--- config.mk ---
export PLATFORM = sky130hd
export DESIGN_NAME = bus_mux_master_flat
export DESIGN_NICKNAME = d
export VERILOG_FILES = /design/src/rtl/arvi_bus_pkg.sv /design/src/rtl/bus_if.sv /design/src/rtl/bus_mux_master_rr_arbiter.sv /design/src/rtl/bus_mux_master.sv /design/src/flat_wrapper.sv
export SDC_FILE = /design/constraint.sdc
export NUM_CORES = 1
export LEC_CHECK = 0
export BUFFER_PORTS_ARGS = -buffer_cell sky130_fd_sc_hd__buf_2
export CAP_MARGIN = 20
export CORE_AREA = 4 4 106 108
export CTS_CLUSTER_DIAMETER = 60
export DETAILED_ROUTE_END_ITERATION = 10
export DIE_AREA = 0 0 110 112
export PLACE_DENSITY_LB_ADDON = 0.25
export SLEW_MARGIN = 25
export SYNTH_ARGS = -nofsm -noshare
export SYNTH_HDL_FRONTEND = slang
export SYNTH_SLANG_ARGS = --single-unit
--- constraint.sdc ---
create_clock -name i_clk -period 1.3 [get_ports i_clk]
set_input_delay 0.26 -clock i_clk [delete_from_list [all_inputs] [get_ports i_clk]]
set_output_delay 0.26 -clock i_clk [all_outputs]
set_load 0.01 [all_outputs]
--- src/rtl/arvi_bus_pkg.sv ---
// Shared types and constants for the ARVI system-bus master.
// Request fields are sized for the widest supported bus and trimmed to XLEN by users.
package arvi_bus_pkg;

  localparam int MAX_PORTS = 8;
  localparam int XLEN_MAX  = 64;

  typedef enum logic [0:0] {
    IDLE = 1'b0,
    BUSY = 1'b1
  } bus_state_e;

  typedef struct packed {
    logic                    we;
    logic [XLEN_MAX-1:0]     addr;
    logic [XLEN_MAX-1:0]     wdata;
    logic [XLEN_MAX/8-1:0]   byte_en;
  } bus_req_t;

endpackage

--- src/rtl/bus_if.sv ---
// Single-master memory bus link: one request in flight, completed by ack.
interface bus_if #(
  parameter int XLEN = 32
);
  logic              bus_en;
  logic              wr_en;
  logic [XLEN-1:0]   wr_data;
  logic [XLEN-1:0]   addr;
  logic [XLEN/8-1:0] byte_en;
  logic              ack;
  logic [XLEN-1:0]   rd_data;

  modport master (
    output bus_en, wr_en, wr_data, addr, byte_en,
    input  ack, rd_data
  );

  modport slave (
    input  bus_en, wr_en, wr_data, addr, byte_en,
    output ack, rd_data
  );
endinterface

--- src/rtl/bus_mux_master_rr_arbiter.sv ---
// Combinational round-robin picker: first requester at or after rr_ptr, wrapping.
module rr_arbiter #(
  parameter int NPORTS = 2,
  parameter int GW     = (NPORTS > 1) ? $clog2(NPORTS) : 1
) (
  input  logic [NPORTS-1:0] req,
  input  logic [GW-1:0]     rr_ptr,
  output logic [NPORTS-1:0] gnt,
  output logic [GW-1:0]     gnt_idx
);

  logic [GW-1:0] w_idx;
  logic          w_hit;
  logic          w_found;

  // scan ports starting at the pointer; only the first hit is granted
  always_comb begin
    gnt     = '0;
    gnt_idx = '0;
    w_idx   = '0;
    w_hit   = 1'b0;
    w_found = 1'b0;
    for (int i = 0; i < NPORTS; i++) begin
      w_idx      = GW'((int'(rr_ptr) + i) % NPORTS);
      w_hit      = req[w_idx] & ~w_found;
      gnt[w_idx] = w_hit;
      gnt_idx    = w_hit ? w_idx : gnt_idx;
      w_found    = w_found | w_hit;
    end
  end

endmodule

--- src/rtl/bus_mux_master.sv ---
// Round-robin bus master: arbitrates NPORTS requesters onto one bus_if link,
// registers the bus request and steers ack/rd_data back to the granted port.
module bus_mux_master
  import arvi_bus_pkg::*;
#(
  parameter int NPORTS  = 2,
  parameter int XLEN    = 32,
  parameter int TIMEOUT = 0
) (
  input  logic                             i_clk,
  input  logic                             i_rst,
  input  logic [NPORTS-1:0]                i_req,
  input  logic [NPORTS-1:0]                i_we,
  input  logic [NPORTS-1:0][XLEN-1:0]      i_addr,
  input  logic [NPORTS-1:0][XLEN-1:0]      i_wdata,
  input  logic [NPORTS-1:0][XLEN/8-1:0]    i_byte_en,
  output logic [NPORTS-1:0]                o_ready,
  output logic [NPORTS-1:0]                o_err,
  output logic [XLEN-1:0]                  o_rdata,
  bus_if.master                            bus_m
);

  localparam int            GW         = (NPORTS > 1) ? $clog2(NPORTS) : 1;
  localparam int            TW         = (TIMEOUT > 0) ? $clog2(TIMEOUT + 1) : 1;
  localparam logic          TMO_EN     = 1'(TIMEOUT > 0);
  localparam logic [TW-1:0] TCNT_LAST  = TW'((TIMEOUT > 0) ? (TIMEOUT - 1) : 0);
  localparam logic [TW-1:0] TCNT_MAX   = {TW{1'b1}};

  bus_state_e          r_state;
  logic [GW-1:0]       r_rr_ptr;
  logic [GW-1:0]       r_grant;
  logic [TW-1:0]       r_tcnt;
  logic                r_bus_en;
  logic                r_wr_en;
  logic [XLEN-1:0]     r_wr_data;
  logic [XLEN-1:0]     r_addr;
  logic [XLEN/8-1:0]   r_byte_en;

  logic [NPORTS-1:0]   w_gnt;
  logic [GW-1:0]       w_gnt_idx;
  logic [GW-1:0]       w_next_ptr;
  logic [NPORTS-1:0]   w_grant_oh;
  bus_req_t            w_sel_req;
  logic                w_unused_sel;
  logic                w_busy;
  logic                w_ack;
  logic                w_tmo;
  logic                w_done;

  rr_arbiter #(
    .NPORTS (NPORTS),
    .GW     (GW)
  ) u_arb (
    .req     (i_req),
    .rr_ptr  (r_rr_ptr),
    .gnt     (w_gnt),
    .gnt_idx (w_gnt_idx)
  );

  // gather the winning port's request; writes are forced word-aligned
  always_comb begin
    w_sel_req                       = '0;
    w_sel_req.we                    = i_we[w_gnt_idx];
    w_sel_req.wdata[XLEN-1:0]       = i_wdata[w_gnt_idx];
    w_sel_req.byte_en[XLEN/8-1:0]   = i_byte_en[w_gnt_idx];
    if (i_we[w_gnt_idx]) begin
      w_sel_req.addr[XLEN-1:0] = {i_addr[w_gnt_idx][XLEN-1:2], 2'b00};
    end else begin
      w_sel_req.addr[XLEN-1:0] = i_addr[w_gnt_idx];
    end
  end

  assign w_unused_sel = ^{w_sel_req.addr, w_sel_req.wdata, w_sel_req.byte_en};
  assign w_next_ptr   = GW'((int'(w_gnt_idx) + 1) % NPORTS);
  assign w_grant_oh   = NPORTS'(1) << r_grant;

  // ack beats a simultaneous timeout; ack is meaningless outside BUSY
  assign w_busy = (r_state == BUSY);
  assign w_ack  = w_busy & bus_m.ack;
  assign w_tmo  = TMO_EN & w_busy & ~bus_m.ack & (r_tcnt == TCNT_LAST);
  assign w_done = w_ack | w_tmo;

  assign o_ready = w_done ? w_grant_oh : '0;
  assign o_err   = w_tmo ? w_grant_oh : '0;
  assign o_rdata = (w_ack & ~r_wr_en) ? bus_m.rd_data : '0;

  assign bus_m.bus_en  = r_bus_en;
  assign bus_m.wr_en   = r_wr_en;
  assign bus_m.wr_data = r_wr_data;
  assign bus_m.addr    = r_addr;
  assign bus_m.byte_en = r_byte_en;

  // FSM, bus request registers, round-robin pointer and timeout counter
  always_ff @(posedge i_clk) begin
    if (i_rst) begin
      r_state   <= IDLE;
      r_rr_ptr  <= '0;
      r_grant   <= '0;
      r_tcnt    <= '0;
      r_bus_en  <= 1'b0;
      r_wr_en   <= 1'b0;
      r_wr_data <= '0;
      r_addr    <= '0;
      r_byte_en <= '0;
    end else begin
      case (r_state)
        IDLE: begin
          if (|w_gnt) begin
            r_state   <= BUSY;
            r_grant   <= w_gnt_idx;
            r_rr_ptr  <= w_next_ptr;
            r_tcnt    <= '0;
            r_bus_en  <= 1'b1;
            r_wr_en   <= w_sel_req.we;
            r_wr_data <= w_sel_req.wdata[XLEN-1:0];
            r_addr    <= w_sel_req.addr[XLEN-1:0];
            r_byte_en <= w_sel_req.byte_en[XLEN/8-1:0];
          end
        end
        BUSY: begin
          if (w_done) begin
            r_state  <= IDLE;
            r_bus_en <= 1'b0;
            r_wr_en  <= 1'b0;
          end else if (r_tcnt != TCNT_MAX) begin
            r_tcnt <= r_tcnt + TW'(1);
          end
        end
        default: begin
          r_state  <= IDLE;
          r_bus_en <= 1'b0;
          r_wr_en  <= 1'b0;
        end
      endcase
    end
  end

endmodule

--- src/flat_wrapper.sv ---
// flat-port wrapper written by rule: the top's interface ports become plain ports
module bus_mux_master_flat import arvi_bus_pkg::*;
#(
  parameter int NPORTS  = 2,
  parameter int XLEN    = 32,
  parameter int TIMEOUT = 0
)
  (i_clk, i_rst, i_req, i_we, i_addr, i_wdata, i_byte_en, o_ready, o_err, o_rdata, bus_m_bus_en, bus_m_wr_en, bus_m_wr_data, bus_m_addr, bus_m_byte_en, bus_m_ack, bus_m_rd_data);
  bus_if #(.XLEN(XLEN)) bus_m_i ();
  input  logic i_clk;
  input  logic i_rst;
  input  logic [NPORTS-1:0] i_req;
  input  logic [NPORTS-1:0] i_we;
  input  logic [NPORTS-1:0][XLEN-1:0] i_addr;
  input  logic [NPORTS-1:0][XLEN-1:0] i_wdata;
  input  logic [NPORTS-1:0][XLEN/8-1:0] i_byte_en;
  output logic [NPORTS-1:0] o_ready;
  output logic [NPORTS-1:0] o_err;
  output logic [XLEN-1:0] o_rdata;
  output wire logic [$bits(bus_m_i.bus_en)-1:0] bus_m_bus_en;
  output wire logic [$bits(bus_m_i.wr_en)-1:0] bus_m_wr_en;
  output wire logic [$bits(bus_m_i.wr_data)-1:0] bus_m_wr_data;
  output wire logic [$bits(bus_m_i.addr)-1:0] bus_m_addr;
  output wire logic [$bits(bus_m_i.byte_en)-1:0] bus_m_byte_en;
  input wire logic [$bits(bus_m_i.ack)-1:0] bus_m_ack;
  input wire logic [$bits(bus_m_i.rd_data)-1:0] bus_m_rd_data;
  assign bus_m_bus_en = bus_m_i.bus_en;
  assign bus_m_wr_en = bus_m_i.wr_en;
  assign bus_m_wr_data = bus_m_i.wr_data;
  assign bus_m_addr = bus_m_i.addr;
  assign bus_m_byte_en = bus_m_i.byte_en;
  assign bus_m_i.ack = bus_m_ack;
  assign bus_m_i.rd_data = bus_m_rd_data;
  bus_mux_master #(.NPORTS(NPORTS), .XLEN(XLEN), .TIMEOUT(TIMEOUT)) u_core (.i_clk(i_clk), .i_rst(i_rst), .i_req(i_req), .i_we(i_we), .i_addr(i_addr), .i_wdata(i_wdata), .i_byte_en(i_byte_en), .o_ready(o_ready), .o_err(o_err), .o_rdata(o_rdata), .bus_m(bus_m_i));
endmodule
==> results.json <==
{
  "status": "finished with violations",
  "violations": "setup timing",
  "power_uw": 6150,
  "hold_viol_final": 0,
  "seqPwrFrac": 0.408,
  "worstSetupPathType": "reg -> out",
  "met1_usage": 0.211,
  "p_leak_uw": 0.00278,
  "gr-max-usage-layer": "met2",
  "synth-async-reset-ratio": 0,
  "maxCapViolations": 0,
  "synth_cell_types": 28,
  "die_h_um": 112,
  "hold_class": "in -> reg",
  "die_w_um": 110,
  "placed_cells": 701,
  "core-area_um2": 10200,
  "cts.sinks": 73,
  "dieArea_um2": 12300,
  "remaining_drc_errors": 0,
  "cts_tree": "yes",
  "grt_pass1_vias": 3656,
  "portBuffers": 278,
  "final.min_clock_period_ns": 1.61,
  "place.gp.congestion": 0.756,
  "num-nets-final": 772,
  "clkPwrFrac": 0.324,
  "grt_overflow": 0,
  "syn_area_per_cell_um2": 9.86,
  "crit_path_max_fanout": 8,
  "swShare": 0.284,
  "crit_path_start_kind": "flip-flop",
  "synth-edff-count": 0,
  "synth_area_leader_cell": "dfxtp_1",
  "first_pass_iters": 8,
  "wl_per_cell_um": 18.7,
  "cts_hold_buf": 0,
  "drtAntennaViolNets": 0,
  "vias": 3785,
  "drive_gt1_frac": 0.608,
  "pwr-share-comb": 0.268,
  "clock_skew_ns": 0.0225,
  "clk_pin_slew_ns": 0.09,
  "rows": 37,
  "synth_area_um2": 2990,
  "p_int_uw": 4410,
  "yosys-top-cells-count": "dfxtp_1, nor2_1, a222oi_1",
  "grtUsageTotal": 0.202,
  "fin_cells": 738,
  "fillers": 940,
  "area_growth_pct": 80.8,
  "hpwl_mm": 9.32,
  "use_met2": 0.388,
  "ys.flop_type": "dfxtp_1",
  "cts_made_buffers": 9,
  "synth_area_leaders": "dfxtp_1, a222oi_1, nor2_1, and2_1, buf_6",
  "htreeDepth": 3,
  "pin_count": 281,
  "root_buffer": "clkbuf_8",
  "setup_slack_ns": -0.310,
  "grt_pass1_wl_mm": 19.1,
  "synth_seq_cells": 73,
  "antenna_found_initial": 2,
  "grt_max_degree": 46,
  "clk_latency_ns": 0.35,
  "critPathCaptureType": "primary output",
  "synth_top_area_share": 0.489,
  "rsz0062_at_grt": "yes",
  "slew_viol_final": 0,
  "setup_violations": 104,
  "max_clock_freq_mhz": 621,
  "yosysMostFrequentCell": "dfxtp_1",
  "start_util": 0.292,
  "p_switching_uw": 1750,
  "via_per_inst": 5.13,
  "final.period_utilization": 1.24,
  "arrival_ns": 1.35,
  "power_density_nw_per_um2": 1140,
  "met3_usage": 0.0499,
  "crit_required_ns": 1.04,
  "yosysSeqAreaShare": 0.489,
  "ys_warn_count": 0,
  "diodes": 0,
  "drt_iter0_drc": 449,
  "final_util": 0.528,
  "wirelength_mm": 13.8,
  "clk_path_buf_depth": 2,
  "synthCells": 303,
  "vdd_drop_max_mv": 0.593
}
[cell usage in the layout (no fill, tap or decap), drive strengths merged]
cell type	instances
nand2	1
nor2b	1
conb	2
clkbuf	12
and2	32
inv	2
mux2i	2
buf	315
bufinv	2
a21bo	1
and3	1
o221a	1
clkinv	2
clkinvlp	1
a222oi	66
nor2	73
a21oi	3
or2	1
or3	1
o21a	1
o32a	1
nand2b	1
o31a	1
dfxtp	73
nand3b	2
nor3	1
o21ai	2
bufbuf	1
[cell type report]
class / count / area (um^2) / share of cell area
clock buffer: 10 / 128 / 0.0236
clock inverter: 6 / 90.1 / 0.0167
inverter: 1 / 3.75 / 0.000695
multi-input combinational: 194 / 1400 / 0.259
sequential: 73 / 1470 / 0.272
tap: 136 / 170 / 0.0315
timing repair buffer: 318 / 2140 / 0.397
[routing by layer]
layer	part of all wire	vias to the layer above
li1	-	1762
met1	0.36	1801
met2	0.54	208
met3	0.087	12
met4	0.0089	2
met5	0.00051	-
[power groups by stage]
stage | clock, uW | sequential, uW | combinational (uW)
after global routing | 2150 | 2530 | 1770
final | 1990 | 2510 | 1650
after CTS | 2060 | 2510 | 1580
after floorplan | 0 | 2630 | 587
after detailed placement | 0 | 2560 | 1290
after global placement | 0 | 2550 | 1280
[critical path, stage by stage, from the launching register on]
cell,delay [ns]
dfxtp_2,0.36
nand2_4,0.06
nor2_4,0.17
buf_6,0.16
and2_1,0.15
buf_6,0.11
[final timing paths]
path	cells past startpoint	start	end	slack, ns
worst min register to register	2	u_core.bus_m.addr[1]	u_core.bus_m.addr[1]	0.48
worst max-delay path	5	u_core.r_state	o_rdata[8]	-0.31
worst max register to register	6	u_core.r_state	u_core.bus_m.addr[28]	-0.28
worst min-delay path	3	i_wdata[1]	u_core.bus_m.wr_data[1]	0.14
[through the flow]
| stage | worst slack (ns) | setup TNS, ns | area, um^2 | hold WS, ns |
|---|---|---|---|---|
| 5_1_grt | -0.372 | -31.87 | 5400 | 0.125 |
| 3_3_place_gp | -0.206 | -12.61 | 4560 | 0.448 |
| 3_5_place_dp | -0.261 | -15.03 | 4560 | 0.473 |
| 4_1_cts | -0.307 | -24.65 | 5300 | 0.124 |
| 2_1_floorplan | -0.0517 | -3.38 | 2990 | 0.378 |
| 6_report | -0.310 | -24.94 | 5400 | 0.139 |
[sequential cells by signal (all words and copies together) (netlist names)]
name,flops
u_core.bus_m.wr_en,1
u_core.r_state,1
u_core.bus_m.bus_en,1
u_core.r_rr_ptr,1
u_core.bus_m.wr_data,32
u_core.bus_m.byte_en,4
u_core.bus_m.addr,32
u_core.r_grant,1
[timing repair]
action | 4_1_cts | 5_1_grt
gates cloned | 10 | 2
gates resized for setup | 69 | 11
setup buffers | 8 | 1
pin swaps | 30 | 11
setup endpoints to repair | 102 | 104
[cell families (layout without fill, tap and decap cells)]
family	after synthesis	after routing	share of synthesized area
AO/OA/AOI/OAI	76	76	0.245
multiplexers	2	2	0.00670
flip-flops	73	73	0.489
buffers and inverters	37	335	0.0767
other	1	2	0.00126
AND/OR/NAND/NOR	114	114	0.181
Power figures use the tool's default switching activity.
